<file path="config.mk">
export PLATFORM = sky130hd
export DESIGN_NAME = addsub_serial
export DESIGN_NICKNAME = d
export VERILOG_FILES = /design/src/rtl/addsub_serial.sv
export SDC_FILE = /design/constraint.sdc
export NUM_CORES = 1
export LEC_CHECK = 0
export CAP_MARGIN = 20
export CORE_MARGIN = 2
export CORE_UTILIZATION = 50
export CTS_CLUSTER_DIAMETER = 100
export DETAILED_ROUTE_END_ITERATION = 8
export PLACE_DENSITY = 0.81
export SYNTH_ARGS = -nofsm -noshare
export SYNTH_HDL_FRONTEND = slang
export SYNTH_SLANG_ARGS = --single-unit
</file>
<file path="constraint.sdc">
create_clock -name clk -period 2.2 [get_ports clk]
set_clock_uncertainty 0.05 [all_clocks]
set_input_delay 0.33 -clock clk [delete_from_list [all_inputs] [get_ports clk]]
set_output_delay 0.33 -clock clk [all_outputs]
set_load 0.005 [all_outputs]
</file>
<file path="src/rtl/addsub_serial.sv">
// Digit-serial two's-complement adder/subtractor: DIGIT bits per clock, LSB digit first,
// with a start/busy/done handshake and carry, signed-overflow and zero flags.
module addsub_serial #(
   parameter int WIDTH = 8,
   parameter int DIGIT = 2
) (
   input  logic             clk,
   input  logic             rst,
   input  logic             start,
   input  logic             sub,
   input  logic [WIDTH-1:0] a,
   input  logic [WIDTH-1:0] b,
   output logic             busy,
   output logic             done,
   output logic [WIDTH-1:0] result,
   output logic             cout,
   output logic             ovf,
   output logic             zero
);

   localparam int N  = WIDTH / DIGIT;
   localparam int CW = (N > 1) ? $clog2(N) : 1;
   localparam logic [CW-1:0] LAST = CW'(N - 1);

   localparam logic [1:0] StIdle = 2'd0;
   localparam logic [1:0] StRun  = 2'd1;
   localparam logic [1:0] StDone = 2'd2;

   if (WIDTH < 2 || DIGIT < 1 || (WIDTH % DIGIT) != 0) begin : g_bad_params
      $error("addsub_serial: WIDTH must be >= 2 and a multiple of DIGIT");
   end

   logic [1:0]       state;
   logic [WIDTH-1:0] a_sh;
   logic [WIDTH-1:0] b_sh;
   logic [WIDTH-1:0] res_sh;
   logic             sub_q;
   logic             carry;
   logic [CW-1:0]    cnt;

   logic [DIGIT-1:0] a_dig;
   logic [DIGIT-1:0] b_dig;
   logic [DIGIT-1:0] s_dig;
   logic             c_next;
   logic             ovf_next;
   logic [WIDTH-1:0] res_next;

   always_comb begin
      a_dig           = a_sh[DIGIT-1:0];
      b_dig           = b_sh[DIGIT-1:0] ^ {DIGIT{sub_q}};
      {c_next, s_dig} = {1'b0, a_dig} + {1'b0, b_dig} + {{DIGIT{1'b0}}, carry};
      // New digit enters at the top; after N shifts the LSB digit sits at bit 0.
      res_next                     = res_sh >> DIGIT;
      res_next[WIDTH-1 -: DIGIT]   = s_dig;
      // Only meaningful on the last digit, where the digit MSB is the word MSB.
      ovf_next = (a_dig[DIGIT-1] == b_dig[DIGIT-1]) && (s_dig[DIGIT-1] != a_dig[DIGIT-1]);
   end

   always_ff @(posedge clk) begin
      if (rst) begin
         state  <= StIdle;
         a_sh   <= '0;
         b_sh   <= '0;
         res_sh <= '0;
         sub_q  <= 1'b0;
         carry  <= 1'b0;
         cnt    <= '0;
         result <= '0;
         cout   <= 1'b0;
         ovf    <= 1'b0;
         zero   <= 1'b0;
      end else begin
         case (state)
            StIdle, StDone: begin
               if (start) begin
                  a_sh  <= a;
                  b_sh  <= b;
                  sub_q <= sub;
                  carry <= sub;
                  cnt   <= '0;
                  state <= StRun;
               end else begin
                  state <= StIdle;
               end
            end
            StRun: begin
               a_sh   <= a_sh >> DIGIT;
               b_sh   <= b_sh >> DIGIT;
               res_sh <= res_next;
               carry  <= c_next;
               cnt    <= cnt + 1'b1;
               if (cnt == LAST) begin
                  state  <= StDone;
                  result <= res_next;
                  cout   <= c_next;
                  ovf    <= ovf_next;
                  zero   <= ~|res_next;
               end
            end
            default: state <= StIdle;
         endcase
      end
   end

   assign busy = (state == StRun);
   assign done = (state == StDone);

endmodule

</file>
## Word level (Yosys, flattened, before mapping)

Cells that the tools add are included.

- Register bits: 41
- Bits of input ports: 20

- Add/sub/neg operators: 3
- Equality and inequality tests: 7
- Muxes and demuxes: 11
- Bitwise operators: 1
- Reductions and logical operators: 9

Operators by type and width:

| cell | count |
|---|---|
| 8-bit one-hot mux with 2 select lines | 2 |
| 8-bit 2-to-1 mux | 2 |
| 2-bit one-hot mux with 2 select lines | 2 |
| 8-bit OR reduction | 1 |
| 2-bit AND reduction | 3 |
| 2-bit equality test (second input constant) | 2 |
| 2-bit 2-to-1 mux | 2 |
| 2-bit by 2-bit adder with 3-bit output | 1 |
| 3-bit by 1-bit adder with 3-bit output | 1 |
| 2-bit by 1-bit adder with 2-bit output (second input constant) | 1 |
| 2-bit by 1-bit equality test with 1-bit output (second input constant) | 1 |
| 2-bit zero test | 1 |
| 1-bit 2-to-1 mux | 2 |
| 2-bit by 1-bit != test with 1-bit output (second input constant) | 1 |
| 2-bit != test (second input constant) | 1 |
| 1-bit one-hot mux with 2 select lines | 1 |
| 2-bit nonzero test | 1 |
| 2-bit OR reduction | 1 |
| 2-bit bitwise XOR | 1 |
| 1-bit equality test | 1 |
| 1-bit logical AND | 1 |
| 1-bit zero test | 1 |
| 1-bit != test | 1 |

## Longest topological paths before layout

- Depth in word-level cells: 5
- Mapped depth: 6

## Worst setup path after synthesis

Ideal clock, no wire load.

- Path kind: register to register
- From: register sub_q
- To: register ovf
- Data arrival time: 1.886 ns
- Required time: 2.079 ns
- Path slack: 0.193 ns
- Cell stages (with the launch flop): 7
- Buffers on the path: 0
- Period minus slack after synthesis: 2.007 ns
- Cell sequence: dfxtp_1 xor2_1 fa_1 fa_1 xnor2_1 or3_1 a21oi_1

- Word-level cells in the longest chain between the ends: 5

RTL lines:

| item | line | source |
|---|---|---|
| start, declared | 37 | `logic sub_q;` |
| start signal, assigned | 78 | `sub_q <= sub;` |
| 2-bit bitwise XOR | 50 | `b_dig = b_sh[DIGIT-1:0] ^ {DIGIT{sub_q}};` |
| 2-bit by 2-bit adder with 3-bit output | 51 | `{c_next, s_dig} = {1'b0, a_dig} + {1'b0, b_dig} + {{DIGIT{1'b0}}, carry};` |
| 3-bit by 1-bit adder with 3-bit output | 51 |  |
| net res_next[7] | 46 | `logic [WIDTH-1:0] res_next;` |
| 1-bit != test | 56 | `ovf_next = (a_dig[DIGIT-1] == b_dig[DIGIT-1]) && (s_dig[DIGIT-1] != a_dig[DIGIT-1]);` |
| 1-bit logical AND | 56 |  |
| end signal, assigned | 96 | `ovf <= ovf_next;` |
| end, declared | 17 | `output logic ovf,` |

The timed path passes the listed nets, and every way through them passes these cells.
A chain may end at the register's enable or synchronous reset.

## Worst setup path after layout

- From: register b_sh[0]
- To: register ovf

- Word-level cells in the longest chain between the ends: 5

RTL lines:

| item | line | source |
|---|---|---|
| start, declared | 35 | `logic [WIDTH-1:0] b_sh;` |
| start signal, assigned | 88 | `b_sh <= b_sh >> DIGIT;` |
| 2-bit bitwise XOR | 50 |  |
| 2-bit by 2-bit adder with 3-bit output | 51 |  |
| 3-bit by 1-bit adder with 3-bit output | 51 |  |
| net res_next[7] | 46 |  |
| 1-bit != test | 56 |  |
| 1-bit logical AND | 56 |  |

The timed path passes the listed nets, and every way through them passes these cells.

==> summary.md <==
| Metric | Value |
|---|---|
| Min-Delay Startpoint | `result[0]$_SDFFE_PP0P_` |
| Register area share after synthesis | `47.4%` |
| Post-route cell area | `0.00206 sq mm` |
| Gpl congestion | `0.777` |
| #FFs+latches synth | `39` |
| Cell taking the most area after synthesis | `dfxtp_1` |
| Combinational fraction of design power | `16.2%` |
| Dpl cell area | `0.00199 sq mm` |
| Clock group share of total power | `28.7%` |
| P&R area growth vs syn | `25.2%` |
| Setup Crit Path Kind | `reg -> reg` |
| CORE AREA | `0.00310 sq mm` |
| Status | `completed` |
| Final slew viol count | `0` |
| Min Tclk post-route | `2.12 ns` |
| Final setup fails | `0` |
| Nets | `251` |
| Largest net degree at the start of global routing | `40` |
| Drt total wl | `3.20 mm` |
| DRT iter0 DRCs | `55` |
| Unrepaired setup endpoints after global routing | `true` |
| Initial antenna violation count | `0` |
| Clock buffer depth | `2` |
| Clock latency on the worst-skew pair | `0.34 ns` |
| Synth top area share | `47.4%` |
| Leakage | `0.742 nW` |
| Type of origin of the critical path | `flop` |
| Period utilization | `96.3%` |
| Initial Utilization | `53.1%` |
| Crit-path max FO | `4` |
| Number of buffers created by CTS | `5` |
| Clock transition at path regs | `0.11 ns` |
| Slew headroom | `70.9%` |
| Reg-to-Reg End | `ovf$_SDFFE_PP0P_` |
| Post-route ant nets | `0` |
| Most common cell after layout, fill and taps aside | `nand2_1` |
| PwrDens | `679 mW/mm^2` |
| Least-Margin Pin Slew | `0.436 ns` |
| Flop pwr share | `55.2%` |
| FMAX | `472 MHz` |
| Ys Warns | `0` |
| Hold path endpoint | `result[0]$_SDFFE_PP0P_` |
| GRT Total Usage | `20.1%` |
| FF-to-FF path depth | `6` |
| DIE AREA | `0.00377 sq mm` |
| TritonCTS clock tree | `done` |
| Number of global-route vias before repair | `1187` |
| Cell count after synthesis | `195` |
| Hold Path Depth | `2` |
| VDD IR max | `0.455 mV` |
| Ant. Diodes | `0` |
| Worst EP arrival | `2.35 ns` |
| Fin. Hold Viols | `0` |
| Via Count | `1406` |
| H-tree levels | `2` |
| Yosys cell types | `24` |
| CP Capture Type | `flop` |
| Commonest cells after routing, fill and taps aside | `nand2_1 (64), dfxtp_1 (37), clkdlybuf4s50_1 (32)` |
| First-pass detailed-route iteration total | `4` |
| Clock sink count | `39` |
| Syn_area_per_cell | `8.44 sq um` |
| CP Data Required Time | `2.43 ns` |
| PortBufs | `32` |
| Pint | `0.00104 W` |
| R2r setup slk | `0.08 ns` |
| Via density | `5.17` |
| Number of synthesized flops with an enable pin | `0` |
| Post-DP HPWL | `2.18 mm` |
| Syn Nets | `219` |
| Row cnt | `20` |
| FFs w/ async S/R, synth | `0%` |
| R2R Path Start | `b_sh[0]$_SDFFE_PP0P_` |
| DR DRC count | `0` |
| I/O Pins | `33` |
| GRT overflow | `0` |
| Hold_ws | `0.408 ns` |
| Die width | `61.4 microns` |
| Die Span Y | `61.4 microns` |
| Sw Ratio | `25.6%` |
| Most used DFF post-synth | `dfxtp_1` |
| MaxCap Viol Count | `0` |
| First-pass GRT wire length | `5.54 mm` |
| Synth Cell Area | `0.00165 sq mm` |
| CTS root buf | `clkbuf_4` |
| Hold crit path type | `reg -> reg` |
| Wire per inst | `11.8 microns` |
| Switching pwr | `0.000358 W` |
| Top post-synthesis cells by area | `dfxtp_1 (47%), nand2_1 (15%), a21oi_1 (7.3%)` |
| Layout cells sized above 1 | `11.0%` |
## final cells by class
class / instances / area [sq um]
timing repair buffer: 39 / 373
tap: 44 / 55.1
clock buffer: 8 / 68.8
sequential: 39 / 783
inverter: 1 / 3.75
fill: 286 / 1040
multi-input combinational: 141 / 778
## stage by stage
stage | util [%] | std cells | total power, W | TNS, ns | worst slack (ns)
4_1_cts | 66.2 | 272 | 0.00141 | 0 | 0.0717
3_5_place_dp | 64.0 | 264 | 0.00101 | 0 | 0.109
5_1_grt | 66.5 | 272 | 0.00148 | -0.00583 | -0.00583
6_report | 66.5 | 272 | 0.00140 | 0 | 0.0808
3_3_place_gp | 64.0 | 264 | 0.00100 | 0 | 0.143
2_1_floorplan | - | 195 | 0.000939 | 0 | 0.193
## registers in the layout, summed over array words and instances, names as in the netlist
register,count
cnt,2
a_sh,8
ovf,1
cout,1
b_sh,8
carry,1
res_sh,6
result,8
sub_q,1
state,2
zero,1
## worst max-delay path, cell delays in order, from the launching register on
cell,delay (ns)
dfxtp_2,0.34
xor2_1,0.17
fa_2,0.35
fa_2,0.63
xnor2_1,0.08
or3_1,0.30
a21oi_1,0.14
## cells by family after synthesis
logic type	synth area share [%]
adders and majority gates	3.95
xor gates and xnor gates	1.60
buffers and inverters	5.62
DFF	47.4
and+or+nand+nor	24.2
AOI/OAI and AO/OA	17.2
## how the worst max path moves through the flow
stage,start,end,slack (ns),cells past startpoint
floorplan,sub_q$_SDFFE_PP0P_,ovf$_SDFFE_PP0P_,0.19,6
global placement,sub_q$_SDFFE_PP0P_,ovf$_SDFFE_PP0P_,0.14,6
detailed placement,b_sh[0]$_SDFFE_PP0P_,ovf$_SDFFE_PP0P_,0.11,6
CTS,b_sh[0]$_SDFFE_PP0P_,ovf$_SDFFE_PP0P_,0.07,6
global route,b_sh[0]$_SDFFE_PP0P_,ovf$_SDFFE_PP0P_,-0.006,6
finish,b_sh[0]$_SDFFE_PP0P_,ovf$_SDFFE_PP0P_,0.08,6
## synth_stat cells (3+ instances only)
library cell	instances
a21oi_1	24
buf_2	5
nand2_1	64
dfxtp_1	39
nor2_1	14
a311oi_1	5
a311oi_2	7
nand3_1	8
clkbuf_1	3
nand2b_1	3
buf_4	4
## layer usage
metal	track usage, %	share of wire (%)	wire length (microns)
met5	0	0	0
met1	27.0	48	1520
met2	30.5	47	1490
met4	7.29	1.5	49
met3	6.30	4.3	138
## power groups by stage
stage | registers [W] | clock network [W] | logic, W
3_3_place_gp | 0.000786 | 0 | 0.000218
3_5_place_dp | 0.000788 | 0 | 0.000221
5_1_grt | 0.000777 | 0.000447 | 0.000256
4_1_cts | 0.000772 | 0.000411 | 0.000223
6_report | 0.000772 | 0.000401 | 0.000226
2_1_floorplan | 0.000780 | 0 | 0.000159
## repair_timing
| item | CTS | global route |
|---|---|---|
| resized for setup | 0 | 4 |
| hold buffers | 0 | 0 |
| setup buffers | 0 | 0 |
| setup endpoints to repair | 0 | 1 |
(Power assumes the default switching activity.)
